File: src/rtl/sram_arbiter_pkg.sv
// Shared encodings for the two-requester SRAM arbiter: FSM states, requester count, op codes.
package sram_arbiter_pkg;

    localparam int N_REQ = 2;

    localparam logic [1:0] IDLE = 2'd0;
    localparam logic [1:0] ACC  = 2'd1;
    localparam logic [1:0] RD   = 2'd2;
    localparam logic [1:0] RSP  = 2'd3;

    localparam logic OP_RD = 1'b0;
    localparam logic OP_WR = 1'b1;

endpackage

File: src/rtl/sram_arbiter_if.sv
// Request/response handshakes plus memory pins of the arbiter; slave = arbiter side, master = requesters + memory.
interface sram_arbiter_if #(
    parameter int BW_DATA = 64,
    parameter int BW_ADDR = 6
);
    import sram_arbiter_pkg::*;

    logic [N_REQ-1:0]         i_req_valid;
    logic [N_REQ-1:0]         o_req_ready;
    logic [N_REQ-1:0]         i_req_wen;
    logic [N_REQ*BW_ADDR-1:0] i_req_addr;
    logic [N_REQ*BW_DATA-1:0] i_req_data;
    logic [N_REQ-1:0]         o_rsp_valid;
    logic [N_REQ-1:0]         i_rsp_ready;
    logic [BW_DATA-1:0]       o_rsp_data;
    logic [BW_ADDR-1:0]       o_mem_addr;
    logic [BW_DATA-1:0]       o_mem_data;
    logic                     o_mem_wen;
    logic                     o_mem_cen;
    logic                     o_mem_oen;
    logic [BW_DATA-1:0]       i_mem_data;
    logic                     o_busy;

    modport slave (
        input  i_req_valid, i_req_wen, i_req_addr, i_req_data, i_rsp_ready, i_mem_data,
        output o_req_ready, o_rsp_valid, o_rsp_data, o_mem_addr, o_mem_data,
               o_mem_wen, o_mem_cen, o_mem_oen, o_busy
    );

    modport master (
        output i_req_valid, i_req_wen, i_req_addr, i_req_data, i_rsp_ready, i_mem_data,
        input  o_req_ready, o_rsp_valid, o_rsp_data, o_mem_addr, o_mem_data,
               o_mem_wen, o_mem_cen, o_mem_oen, o_busy
    );

endinterface

File: src/rtl/sram_arbiter_rr_arb2.sv
// Two-way round-robin grant: a lone requester always wins, on contention the pointer picks.
// Purely combinational, no backpressure of its own.
module rr_arb2
    import sram_arbiter_pkg::*;
(
    input  logic [N_REQ-1:0] i_valid,
    input  logic             i_ptr,
    output logic [N_REQ-1:0] o_gnt
);

    always_comb begin
        o_gnt = i_valid;
        if (i_valid == 2'b11) begin
            o_gnt = i_ptr ? 2'b10 : 2'b01;
        end
    end

endmodule

File: src/rtl/sram_arbiter.sv
// Round-robin arbiter and access sequencer owning the single SRAM port; write rsp 2 cycles after accept, read 3.
// One transaction in flight; requests are refused while busy and a response is held until its owner is ready.
module sram_arbiter
    import sram_arbiter_pkg::*;
#(
    parameter int BW_DATA = 64,
    parameter int BW_ADDR = 6
) (
    input  logic          i_clk,
    input  logic          i_rst,
    sram_arbiter_if.slave bus
);

    logic [1:0]         state_q, state_d;
    logic               rr_ptr_q, rr_ptr_d;
    logic [BW_ADDR-1:0] addr_q, addr_d;
    logic [BW_DATA-1:0] data_q, data_d;
    logic [BW_DATA-1:0] rdata_q, rdata_d;
    logic               wen_q, wen_d;
    logic               owner_q, owner_d;

    logic [N_REQ-1:0]   gnt;
    logic [N_REQ-1:0]   req_ready;
    logic               win;

    rr_arb2 u_rr_arb2 (
        .i_valid (bus.i_req_valid),
        .i_ptr   (rr_ptr_q),
        .o_gnt   (gnt)
    );

    assign win = gnt[1];

    always_comb begin
        state_d   = state_q;
        rr_ptr_d  = rr_ptr_q;
        addr_d    = addr_q;
        data_d    = data_q;
        rdata_d   = rdata_q;
        wen_d     = wen_q;
        owner_d   = owner_q;
        req_ready = '0;

        case (state_q)
            IDLE: begin
                req_ready = gnt;
                if (|gnt) begin
                    state_d  = ACC;
                    owner_d  = win;
                    rr_ptr_d = ~win;
                    wen_d    = bus.i_req_wen[win];
                    addr_d   = win ? bus.i_req_addr[BW_ADDR +: BW_ADDR]
                                   : bus.i_req_addr[0 +: BW_ADDR];
                    // Read requests may leave their data lanes undriven; keep the old write data.
                    if (bus.i_req_wen[win] == OP_WR) begin
                        data_d = win ? bus.i_req_data[BW_DATA +: BW_DATA]
                                     : bus.i_req_data[0 +: BW_DATA];
                    end
                end
            end
            ACC: begin
                state_d = (wen_q == OP_WR) ? RSP : RD;
            end
            RD: begin
                state_d = RSP;
                rdata_d = bus.i_mem_data;
            end
            RSP: begin
                if (bus.i_rsp_ready[owner_q]) begin
                    state_d = IDLE;
                end
            end
            default: begin
                state_d = IDLE;
            end
        endcase
    end

    always_ff @(posedge i_clk or posedge i_rst) begin
        if (i_rst) begin
            state_q  <= IDLE;
            rr_ptr_q <= 1'b0;
            addr_q   <= '0;
            data_q   <= '0;
            rdata_q  <= '0;
            wen_q    <= 1'b0;
            owner_q  <= 1'b0;
        end else begin
            state_q  <= state_d;
            rr_ptr_q <= rr_ptr_d;
            addr_q   <= addr_d;
            data_q   <= data_d;
            rdata_q  <= rdata_d;
            wen_q    <= wen_d;
            owner_q  <= owner_d;
        end
    end

    // Address and data pins follow the capture registers, so they hold between accesses.
    assign bus.o_req_ready = req_ready;
    assign bus.o_mem_addr  = addr_q;
    assign bus.o_mem_data  = data_q;
    assign bus.o_mem_cen   = (state_q == ACC);
    assign bus.o_mem_wen   = (state_q == ACC) && (wen_q == OP_WR);
    assign bus.o_mem_oen   = ((state_q == ACC) && (wen_q == OP_RD)) || (state_q == RD);
    assign bus.o_rsp_valid = (state_q == RSP) ? (owner_q ? 2'b10 : 2'b01) : 2'b00;
    assign bus.o_rsp_data  = ((state_q == RSP) && (wen_q == OP_RD)) ? rdata_q : '0;
    assign bus.o_busy      = (state_q != IDLE);

endmodule

File: src/flat_wrapper.sv
// flat-port wrapper written by rule: the top's interface ports become plain ports
module sram_arbiter_flat import sram_arbiter_pkg::*;
#(
    parameter int BW_DATA = 64,
    parameter int BW_ADDR = 6
)
  (i_clk, i_rst, bus_i_req_valid, bus_i_req_wen, bus_i_req_addr, bus_i_req_data, bus_i_rsp_ready, bus_i_mem_data, bus_o_req_ready, bus_o_rsp_valid, bus_o_rsp_data, bus_o_mem_addr, bus_o_mem_data, bus_o_mem_wen, bus_o_mem_cen, bus_o_mem_oen, bus_o_busy);
  sram_arbiter_if #(.BW_DATA(BW_DATA), .BW_ADDR(BW_ADDR)) bus_i ();
  input  logic i_clk;
  input  logic i_rst;
  input wire logic [$bits(bus_i.i_req_valid)-1:0] bus_i_req_valid;
  input wire logic [$bits(bus_i.i_req_wen)-1:0] bus_i_req_wen;
  input wire logic [$bits(bus_i.i_req_addr)-1:0] bus_i_req_addr;
  input wire logic [$bits(bus_i.i_req_data)-1:0] bus_i_req_data;
  input wire logic [$bits(bus_i.i_rsp_ready)-1:0] bus_i_rsp_ready;
  input wire logic [$bits(bus_i.i_mem_data)-1:0] bus_i_mem_data;
  output wire logic [$bits(bus_i.o_req_ready)-1:0] bus_o_req_ready;
  output wire logic [$bits(bus_i.o_rsp_valid)-1:0] bus_o_rsp_valid;
  output wire logic [$bits(bus_i.o_rsp_data)-1:0] bus_o_rsp_data;
  output wire logic [$bits(bus_i.o_mem_addr)-1:0] bus_o_mem_addr;
  output wire logic [$bits(bus_i.o_mem_data)-1:0] bus_o_mem_data;
  output wire logic [$bits(bus_i.o_mem_wen)-1:0] bus_o_mem_wen;
  output wire logic [$bits(bus_i.o_mem_cen)-1:0] bus_o_mem_cen;
  output wire logic [$bits(bus_i.o_mem_oen)-1:0] bus_o_mem_oen;
  output wire logic [$bits(bus_i.o_busy)-1:0] bus_o_busy;
  assign bus_i.i_req_valid = bus_i_req_valid;
  assign bus_i.i_req_wen = bus_i_req_wen;
  assign bus_i.i_req_addr = bus_i_req_addr;
  assign bus_i.i_req_data = bus_i_req_data;
  assign bus_i.i_rsp_ready = bus_i_rsp_ready;
  assign bus_i.i_mem_data = bus_i_mem_data;
  assign bus_o_req_ready = bus_i.o_req_ready;
  assign bus_o_rsp_valid = bus_i.o_rsp_valid;
  assign bus_o_rsp_data = bus_i.o_rsp_data;
  assign bus_o_mem_addr = bus_i.o_mem_addr;
  assign bus_o_mem_data = bus_i.o_mem_data;
  assign bus_o_mem_wen = bus_i.o_mem_wen;
  assign bus_o_mem_cen = bus_i.o_mem_cen;
  assign bus_o_mem_oen = bus_i.o_mem_oen;
  assign bus_o_busy = bus_i.o_busy;
  sram_arbiter #(.BW_DATA(BW_DATA), .BW_ADDR(BW_ADDR)) u_core (.i_clk(i_clk), .i_rst(i_rst), .bus(bus_i));
endmodule
File: config.mk
export PLATFORM = sky130hd
export DESIGN_NAME = sram_arbiter_flat
export DESIGN_NICKNAME = d
export VERILOG_FILES = /design/src/rtl/sram_arbiter_pkg.sv /design/src/rtl/sram_arbiter_if.sv /design/src/rtl/sram_arbiter_rr_arb2.sv /design/src/rtl/sram_arbiter.sv /design/src/flat_wrapper.sv
export SDC_FILE = /design/constraint.sdc
export NUM_CORES = 1
export LEC_CHECK = 0
export BUFFER_PORTS_ARGS = -buffer_cell sky130_fd_sc_hd__buf_2
export CORE_AREA = 2 2 137 139
export CTS_CLUSTER_SIZE = 20
export DETAILED_ROUTE_END_ITERATION = 6
export DIE_AREA = 0 0 139 141
export GPL_TIMING_DRIVEN = 0
export HOLD_SLACK_MARGIN = 0.12
export PLACE_DENSITY = 0.69
export SYNTH_ARGS = -nofsm -noshare
export SYNTH_HDL_FRONTEND = slang
export SYNTH_SLANG_ARGS = --single-unit
File: constraint.sdc
create_clock -name i_clk -period 7.4 [get_ports i_clk]
set_clock_uncertainty 0.15 [all_clocks]
set_input_delay 2.22 -clock i_clk [delete_from_list [all_inputs] [get_ports i_clk]]
set_output_delay 2.22 -clock i_clk [all_outputs]
set_load 0.05 [all_outputs]
---- After elaboration in Yosys (flattened, before gate mapping) ----
Index checks and enable logic that the tools add are counted.
word-level totals
  register bits after elaboration ......... 139
  output and inout port bits .............. 142
  bits of input ports ..................... 212
  logic and storage cells ................. 43
cells by class
  bitwise operators ....................... 2
  reductions and logical operators ........ 10
  multiplexer cells ....................... 16
  magnitude comparators ................... 2
  equal/unequal tests ..................... 6
operators by type and width
  cell                  count
  $mux W64              2
  $mux W2               7
  $pmux W2 S4           1
  $eq A2 B2 Y1 const B  3
  $mux W6               1
  $mux W1               5
  $lt A1 B2 Y1 const B  2
  $ne A2 B1 Y1 const B  2
  $reduce_and A2 Y1     2
  $logic_and A1 B1 Y1   3
  $reduce_and A3 Y1     1
  $eq A2 B1 Y1 const B  1
  $logic_not A2 Y1      1
  $not A1 Y1            2
  $reduce_bool A2 Y1    1
  $reduce_or A2 Y1      1
  $logic_or A1 B1 Y1    1

---- Logic depth before layout (Yosys ltp) ----
Gate-level depths: netlist of run 1.
  depth in word-level cells ............... 5
  mapped depth ............................ 7
  depth with buffers taken out ............ 5

---- Cells and area by module ----
From an unflattened synthesis of run 1, not the netlist that was laid out.
second synthesis, totals
  cell total of the unflattened synthesis .. 487
  area total of the unflattened synthesis .. 6,871.6 um^2
modules (own cells, without submodules)
  module        cells an instance  seq. area each (um^2)  times used  area an instance (um^2)
  sram_arbiter  484                3,478.3                1           6,852.8
  rr_arb2       3                  0.0                    1           18.8

---- Worst setup path after synthesis of run 1 ----
Ideal clock, no wire load.
  path kind ............................... input-to-output
  from .................................... input bus_i_req_valid[0]
  to ...................................... output bus_o_req_ready[1]
  data arrival time ....................... 3,196 ps
  stages .................................. 4
  buffers on the path ..................... 1
  slack ................................... 1,834 ps
  data required time ...................... 5,030 ps
  cells stage by stage .................... inv_2 -> o21ai_4 -> buf_4 -> nor2_1
on the way
  cells in the longest elaborated chain, start to end .. 3
RTL lines
  item             RTL line                    source
  start, declared  flat_wrapper.sv:11          input wire logic [$bits(bus_i.i_req_valid)-1:0] bus_i_req_valid;
  $eq A2 B2 Y1     sram_arbiter_rr_arb2.sv:13  if (i_valid == 2'b11) begin
  $mux W2          sram_arbiter_rr_arb2.sv:13
  $mux W2          sram_arbiter.sv:44          case (state_q)
  end, declared    flat_wrapper.sv:17          output wire logic [$bits(bus_i.o_req_ready)-1:0] bus_o_req_ready;
Every way passes these cells.

---- Worst setup path in the final report of run 1 ----
Ends and elaborated chain as after synthesis.

==> flow_summary.json, run 1 <==
{
  "grt_pass1_wl_mm": 27.0,
  "finalCoreUtilization_pct": 52.0,
  "ys_seq_elements": 139,
  "worstHoldPathType": "reg2reg",
  "yosys_warnings": 0,
  "nFillCells": 1627,
  "drcViolationCount": 0,
  "cap_viol_max_count": 0,
  "worst_setup_path_start_kind": "primary input",
  "leakagePower_nw": 4.97,
  "vias": 5042,
  "hold_slack_ns": 0.335,
  "synth.avg_cell_area_um2": 14.2,
  "fin_ws_ns": 1.71,
  "crit_fanout": 10,
  "timing.fmax_ghz": 0.176,
  "hold_viol": 0,
  "clock_sinks": 139,
  "dpl_cell_area_um2": 8910,
  "design.core.area_um2": 18300,
  "fin_cells": 1100,
  "ys_top_cells_by_count": "dfrtp_1 (139), mux2_2 (133), and2_1 (66), mux2_4 (49), nand2_1 (11)",
  "synth_area_um2": 6820,
  "portBuffers": 353,
  "synth_area_leaders": "dfrtp_1 (51%), mux2_2 (22%), mux2_4 (11%)",
  "ant_nets": 0,
  "yosysMostFrequentCell": "dfrtp_1",
  "rsz0062_at_grt": "false",
  "ctsResizeCount": 0,
  "p_total_mw": 4.88,
  "dieArea_um2": 19600,
  "report.final.slew_viol_count": 0,
  "routed_wirelength_mm": 17.1,
  "ioPinCount": 354,
  "dp_slack_ns": 1.67,
  "syn_nets": 697,
  "tritoncts": "done",
  "yosysTopAreaCellShare_pct": 51.0,
  "clk_root_buffer_cell": "clkbuf_16",
  "gp_congestion": 0.773,
  "areaGrowthSynthToFinish_pct": 39.5,
  "layout_worst_path_cycle_share_pct": 76.9,
  "cts_made_buffers": 17,
  "vdd_drop_max_uv": 285,
  "tns_ns": 0,
  "start_util_pct": 37.3,
  "yosys.area.top_type": "dfrtp_1",
  "synthCells": 480,
  "fin_nets": 1070,
  "clk_latency_ns": 0.41,
  "rows": 50,
  "dp_hpwl_mm": 13.2,
  "maxSlewHeadroom_pct": 56.0,
  "end_kind": "output port",
  "synthArstFlopShare_pct": 100,
  "layout_min_cycle_time_ns": 5.69,
  "synth_seq_area_share_pct": 51.0,
  "setup-violations-final": 0,
  "grt_max_degree": 72,
  "grt_overflow_total": 0,
  "status": "complete, no violations",
  "antenna_found_initial": 0,
  "dr.first_iter.drc_count": 79,
  "die_h_um": 141,
  "grt_pass1_vias": 5108,
  "synth_edf_count": 0,
  "die_x_um": 139,
  "drtPass1Iterations": 4,
  "worst_ep_required_time_ns": 5.03,
  "dp_cells": 1068,
  "worst_setup_hold_path_clk_slew_ns": 0.06,
  "routedWlPerCell_um": 15.5,
  "critical_path_class": "in2out",
  "h-tree-depth": 4,
  "drive_gt1_share_pct": 68.0,
  "stdcell_area_um2": 9510,
  "ys.flop_type": "dfrtp_1",
  "cts_hold_buffers": 0,
  "antennaDiodeCount": 0,
  "ys_types": 28,
  "worstPathArrival_ns": 3.32,
  "vias_per_cell": 4.58,
  "worst_pin_slew_ns": 0.660,
  "clk_path_buf_depth": 2,
  "track_usage_pct": 17.6,
  "post_cts_buffers": 0,
  "powerDensity_nw_per_um2": 513
}
-- layer usage --
| layer | global-route usage (%) | vias to the layer above | wire length, µm |
|---|---|---|---|
| met3 | 4.72 | 13 | 1090 |
| met5 | 0 | - | 0 |
| met1 | 22.0 | 2394 | 7210 |
| met4 | 4.20 | 0 | 189 |
| li1 | - | 2407 | - |
| met2 | 30.4 | 228 | 8590 |
-- flip-flops by register name (all words and copies together) (netlist names) --
signal / flops
u_core.bus.o_mem_addr: 6
u_core.bus.o_mem_data: 64
u_core.owner_q: 1
u_core.rdata_q: 64
u_core.rr_ptr_q: 1
u_core.state_q: 2
u_core.wen_q: 1
-- worst max-delay path, stage by stage --
cell,delay (ns)
buf_2,0.13
inv_2,0.05
o21ai_4,0.37
buf_4,0.28
nor2_1,0.05
buf_2,0.20
-- power by group --
part	switching [mW]	total [mW]	internal (mW)
clock network	0.337	0.871	0.533
logic	1.74	2.67	0.929
registers	0.188	1.34	1.16
total	2.26	4.88	2.62
-- kinds of logic after synthesis --
group | after synthesis | synth area share (%)
DFF | 139 | 51.0
and+or+nand+nor | 84 | 7.21
muxes | 199 | 35.4
buffers and inverters | 36 | 3.69
AOI/OAI and AO/OA | 17 | 1.71
adders and majority gates | 5 | 0.918
-- cells in the final DEF, fill, tap and decap left out, types with 2 or more instances in the layout --
master and n:
clkinvlp_4 3, bufinv_16 3, inv_1 5, buf_2 363
mux2_1 10, buf_4 3, clkinv_4 2, a22oi_1 2
nor2b_1 2, clkinv_2 2, buf_12 5, dfrtp_1 139
mux2_2 133, inv_6 4, o21ai_0 9, clkbuf_1 12
mux2_4 49, ha_1 5, nor2_1 2, nand2_1 11
mux2i_1 7, clkbuf_16 17, and2_1 66
-- cell type report --
type,instances,area (µm²),share of cell area (%)
multi-input combinational,305,3090,32.5
clock inverter,13,166,1.75
buffer,29,225,2.37
timing repair buffer,354,1790,18.9
inverter,7,31.3,0.329
tap,234,293,3.08
clock buffer,19,433,4.55
sequential,139,3480,36.6
-- final timing paths --
kind	from	end	slack (ns)	cells past startpoint
min in group asynchronous	i_rst	u_core.rdata_q[12]$_DFFE_PP0N_	1.75	2
max reg2reg	u_core.state_q[0]$_DFFE_PP0P_	u_core.rdata_q[31]$_DFFE_PP0N_	5.22	5
max	bus_i_req_valid[0]	bus_o_req_ready[1]	1.71	6
max in group asynchronous	i_rst	u_core.rr_ptr_q$_DFFE_PP0P_	4.58	3
min	u_core.bus.o_mem_addr[5]$_DFFE_PP0P_	u_core.bus.o_mem_addr[5]$_DFFE_PP0P_	0.34	2
min reg2reg	u_core.bus.o_mem_addr[5]$_DFFE_PP0P_	u_core.bus.o_mem_addr[5]$_DFFE_PP0P_	0.34	2
(Power assumes the default switching activity.)
==> run 2: changes to the inputs <==
CORE_AREA = not set   (was 2 2 137 139)
CORE_ASPECT_RATIO = 0.6   (was not set)
CORE_MARGIN = 2   (was not set)
CORE_UTILIZATION = 41   (was not set)
DIE_AREA = not set   (was 0 0 139 141)
PLACE_DENSITY = 0.76   (was 0.69)
clock period = 5.1 ns   (was 7.4 ns; I/O delays follow)
==> run 2 against run 1 <==
Compared with the run above:
- die area down 9.7%
- worst setup slack got worse by 0.93 ns
- flip-flop and latch count stayed put
- core utilization grew 6.9 points
- first-iteration DRC count grew to 2.6 times the previous value
- non-clock buffer count up 2
==> flow_summary.json, run 2 (synthesis results as in run 1) <==
{
  "vias": 5094,
  "fin_cells": 1096,
  "ctsResizeCount": 0,
  "tritoncts": "done",
  "setup-violations-final": 0,
  "die_x_um": 170,
  "ioPinCount": 354,
  "areaGrowthSynthToFinish_pct": 40.7,
  "h-tree-depth": 4,
  "critical_path_class": "in2out",
  "track_usage_pct": 20.3,
  "most-common-layout-cells": "buf_2 (363), dfrtp_1 (139), mux2_2 (133), and2_1 (66), mux2_4 (49)",
  "path_common_cell": "buf_2",
  "design.core.area_um2": 16300,
  "fin_nets": 1072,
  "path_buf_inv": 4,
  "r2r_end": "u_core.rdata_q[25]$_DFFE_PP0N_",
  "crit_path_start": "bus_i_req_valid[0]",
  "drtPass1Iterations": 7,
  "grt_max_degree": 42,
  "die_h_um": 104,
  "whs_path_depth": 1,
  "rsz0062_at_grt": "false",
  "routedWlPerCell_um": 16.3,
  "rows": 36,
  "nFillCells": 1406,
  "clk_root_buffer_cell": "clkbuf_16",
  "path_cells": "buf_2 > inv_2 > o21ai_4 > buf_4 > nor2_1 > buf_2",
  "vias_per_cell": 4.65,
  "ant_nets": 0,
  "status": "complete, no violations",
  "hold_viol": 0,
  "worstRegToRegCells": 5,
  "grt_overflow_total": 0,
  "end_kind": "output port",
  "final_common_cell": "buf_2",
  "dp_slack_ns": 0.745,
  "start_util_pct": 41.9,
  "worst_pin_slew_ns": 0.704,
  "cp_top_family": "buffers and inverters",
  "antenna_found_initial": 3,
  "dp_cells": 1064,
  "maxSlewHeadroom_pct": 53.0,
  "dpl_cell_area_um2": 8930,
  "r2r-start": "u_core.state_q[0]$_DFFE_PP0P_",
  "post_cts_buffers": 0,
  "layout_worst_path_cycle_share_pct": 84.7,
  "cap_viol_max_count": 0,
  "vdd_drop_max_uv": 426,
  "tns_ns": 0,
  "dieArea_um2": 17700,
  "layout_min_cycle_time_ns": 4.32,
  "max_stage_delay_ns": 0.34,
  "cp.depth": 6,
  "worstHoldPathType": "reg2reg",
  "p_total_mw": 7.21,
  "worstPathArrival_ns": 2.64,
  "fin_ws_ns": 0.781,
  "report.final.slew_viol_count": 0,
  "powerDensity_nw_per_um2": 752,
  "critical_path.endpoint": "bus_o_req_ready[1]",
  "drcViolationCount": 0,
  "grt_pass1_vias": 5356,
  "portBuffers": 353,
  "crit_fanout": 10,
  "clk_path_buf_depth": 2,
  "clk_latency_ns": 0.39,
  "routed_wirelength_mm": 17.8,
  "grt_pass1_wl_mm": 28.2,
  "dp_hpwl_mm": 14.0,
  "clock_sinks": 139,
  "cpMaxStageDelayCell": "o21ai_4",
  "worst_setup_path_start_kind": "primary input",
  "leakagePower_nw": 5.02,
  "cts_made_buffers": 17,
  "dr.first_iter.drc_count": 206,
  "gp_congestion": 0.809,
  "worst_ep_required_time_ns": 3.42,
  "rrSetupSlack_ns": 2.91,
  "worst_setup_hold_path_clk_slew_ns": 0.06,
  "stdcell_area_um2": 9590,
  "timing.fmax_ghz": 0.232,
  "drive_gt1_share_pct": 68.3,
  "cts_hold_buffers": 0
}
-- run 2: changes by cell type in the layout (fill, tap and decap cells not counted), sizes merged --
cell      previous run  this run
buf                373       375
bufinv               3         5
inv                 10         8
clkbuf              29        28
clkinv               4         5
clkinvlp             3         2
diode                0         1
-- run 2: through the flow --
stage | utilization, % | hold slack (ns)
2_1_floorplan | - | 0.322
3_3_place_gp | 54.6 | 0.310
3_5_place_dp | 54.9 | 0.329
4_1_cts | 59.0 | 0.346
5_1_grt | 59.0 | 0.360
6_report | 59.0 | 0.344
-- run 2: worst min path at each step --
| stage | from | endpoint | slack [ns] |
|---|---|---|---|
| final | u_core.rdata_q[6]$_DFFE_PP0N_ | u_core.rdata_q[6]$_DFFE_PP0N_ | 0.34 |
| after global routing | u_core.rdata_q[60]$_DFFE_PP0N_ | u_core.rdata_q[60]$_DFFE_PP0N_ | 0.36 |
| after CTS | u_core.bus.o_mem_addr[3]$_DFFE_PP0P_ | u_core.bus.o_mem_addr[3]$_DFFE_PP0P_ | 0.35 |
| after detailed placement | u_core.bus.o_mem_addr[3]$_DFFE_PP0P_ | u_core.bus.o_mem_addr[3]$_DFFE_PP0P_ | 0.33 |
| after global placement | u_core.bus.o_mem_addr[1]$_DFFE_PP0P_ | u_core.bus.o_mem_addr[1]$_DFFE_PP0P_ | 0.31 |
| after floorplan | u_core.rdata_q[0]$_DFFE_PP0N_ | u_core.rdata_q[0]$_DFFE_PP0N_ | 0.32 |
-- run 2: layer usage --
metal	vias up	part of all wire (%)	global-route usage, %	wire [µm]
met5	-	0.14	0	25
met4	4	1.4	5.80	248
met3	20	7.2	5.82	1290
met2	196	48	33.6	8500
met1	2460	44	26.0	7780
li1	2414	-	-	-
-- run 2: area by class of cell --
cell class / instances / area, µm² / area share, %
inverters: 7 / 30.0 / 0.313
clock inverters: 13 / 215 / 2.24
diodes: 1 / 2.50 / 0.0261
flip-flops and latches: 139 / 3480 / 36.3
multi-input cells: 305 / 3090 / 32.2
well taps: 228 / 285 / 2.97
clock buffers: 18 / 439 / 4.58
repair buffers: 356 / 1830 / 19.1
plain buffers: 29 / 225 / 2.35
-- run 2: worst register-to-register path: stages, from the launching register on --
cell and delay, ns:
dfrtp_1 0.40, inv_1 0.15, ha_1 0.19, clkbuf_1 0.45, buf_2 0.37, mux2_2 0.36
-- run 2: power by group --
group          switching, mW  internal [mW]
Sequential             0.284           1.68
Clock                  0.482          0.885
Combinational           2.53           1.35
Total                   3.30           3.91
==> run 3: changes to the inputs <==
clock period = 3.68 ns   (was 5.1 ns; I/O delays follow)
==> run 3 against run 2 <==
Compared with the run above:
- sequential power up 39%
- sequential share of layout area about the same
- via count down 0.27%
- clock power up 38%
- die area unchanged
- register-to-register slack worse by 1.4 ns
- total power up 39%
- global-route usage unchanged
- worst setup slack worse by 0.58 ns
- flip-flop and latch count unchanged
- first-iteration DRC count up 9.2%
- count of clock-buffer cells in the layout unchanged
- critical path type is now reg2out
- highest routed layer unchanged
==> flow_summary.json, run 3 (synthesis results as in run 1) <==
{
  "rsz0062_at_grt": "false",
  "layout_worst_path_cycle_share_pct": 94.5,
  "grt_pass1_wl_mm": 28.2,
  "routed_wirelength_mm": 17.8,
  "fin_nets": 1071,
  "tns_ns": 0,
  "cpMaxStageDelayCell": "dfrtp_1",
  "ctsResizeCount": 1,
  "clk_path_buf_depth": 2,
  "dr.first_iter.drc_count": 225,
  "ant_nets": 0,
  "vias": 5080,
  "grt_max_degree": 42,
  "crit_fanout": 10,
  "cts_hold_buffers": 0,
  "rows": 36,
  "setup-violations-final": 0,
  "antenna_found_initial": 3,
  "grt_overflow_total": 0,
  "clk_latency_ns": 0.39,
  "status": "complete, no violations",
  "report.final.slew_viol_count": 0,
  "areaGrowthSynthToFinish_pct": 40.7,
  "worstHoldPathType": "reg2reg",
  "hold_viol": 0,
  "track_usage_pct": 20.3,
  "start_util_pct": 41.9,
  "max_stage_delay_ns": 0.41,
  "dieArea_um2": 17700,
  "vias_per_cell": 4.64,
  "whs_path_depth": 2,
  "layout_min_cycle_time_ns": 3.48,
  "drtPass1Iterations": 4,
  "routedWlPerCell_um": 16.3,
  "drcViolationCount": 0,
  "final_common_cell": "buf_2",
  "worstPathArrival_ns": 2.22,
  "h-tree-depth": 4,
  "worst_pin_slew_ns": 0.705,
  "die_h_um": 104,
  "nFillCells": 1406,
  "clock_sinks": 139,
  "end_kind": "output port",
  "powerDensity_nw_per_um2": 1040,
  "ioPinCount": 354,
  "p_total_mw": 10.0,
  "maxSlewHeadroom_pct": 52.9,
  "most-common-layout-cells": "buf_2 (363), dfrtp_1 (139), mux2_2 (133), and2_1 (66), mux2_4 (49)",
  "grt_pass1_vias": 5356,
  "path_cells": "ha_1 > nor2b_1 > clkbuf_2 > clkbuf_1 > and2_1 > buf_2",
  "worst_ep_required_time_ns": 2.43,
  "worst_setup_path_start_kind": "flip-flop",
  "post_cts_buffers": 0,
  "dp_hpwl_mm": 14.0,
  "rrSetupSlack_ns": 1.47,
  "critical_path_class": "reg2out",
  "cts_made_buffers": 17,
  "gp_congestion": 0.809,
  "cap_viol_max_count": 0,
  "clk_root_buffer_cell": "clkbuf_16",
  "worst_setup_hold_path_clk_slew_ns": 0.06,
  "vdd_drop_max_uv": 590,
  "tritoncts": "done",
  "leakagePower_nw": 5.03,
  "timing.fmax_ghz": 0.288,
  "worstRegToRegCells": 4,
  "die_x_um": 170,
  "portBuffers": 353,
  "design.core.area_um2": 16300,
  "drive_gt1_share_pct": 68.8
}
run 3: changes by cell type in the layout (fill, tap and decap cells not counted):
cell,delta
clkbuf_1,-5
clkbuf_2,+4
run 3: routing by layer:
layer  global-route usage (%)  vias up  routed length (µm)
li1                         -     2412                   -
met1                     26.0     2453                7810
met2                     33.6      191                8470
met3                     5.82       20                1260
met4                     5.80        4                 246
met5                        0        -                  28
run 3: worst paths after layout:
kind                                                       from                                   end
setup / recovery                  u_core.state_q[1]$_DFFE_PP0P_                    bus_o_rsp_data[48]
hold / removal             u_core.bus.o_mem_addr[5]$_DFFE_PP0P_  u_core.bus.o_mem_addr[5]$_DFFE_PP0P_
setup reg to reg                  u_core.state_q[0]$_DFFE_PP0P_        u_core.rdata_q[53]$_DFFE_PP0N_
hold reg to reg            u_core.bus.o_mem_addr[5]$_DFFE_PP0P_  u_core.bus.o_mem_addr[5]$_DFFE_PP0P_
max in group asynchronous                                 i_rst  u_core.bus.o_mem_addr[4]$_DFFE_PP0P_
min in group asynchronous                                 i_rst        u_core.rdata_q[19]$_DFFE_PP0N_
run 3: per-stage QoR:
step	cells	utilization [%]	hold slack (ns)	cell area, µm²	worst slack [ns]
after floorplan	480	-	0.322	6820	0.346
after global placement	1061	54.6	0.310	8870	-0.242
after detailed placement	1064	54.9	0.329	8930	0.177
after CTS	1095	59.0	0.346	9590	0.0619
after global routing	1095	59.0	0.360	9590	0.00317
final	1095	59.0	0.346	9590	0.204
run 3: area by class of cell:
type,instances,area (µm²),share of cell area [%]
sequential,139,3480,36.3
multi-input combinational,305,3090,32.2
timing repair buffer,356,1830,19.0
clock buffer,18,439,4.58
tap,228,285,2.97
buffer,28,226,2.36
clock inverter,13,215,2.24
inverter,7,30.0,0.313
antenna,1,2.50,0.0261
run 3: power breakdown:
group | internal, mW | switching (mW) | leakage [nW]
Combinational | 1.88 | 3.51 | 3.07
Clock | 1.23 | 0.666 | 0.317
Sequential | 2.32 | 0.395 | 1.64
run 3: worst max-delay path: cells and delay by family, from the launching register on:
kind / cells / cell delay [ns]
AND/OR/NAND/NOR: 2 / 0.34
adder cells (fa/ha/maj): 1 / 0.25
flip-flops: 1 / 0.41
buffers and inverters: 3 / 0.84
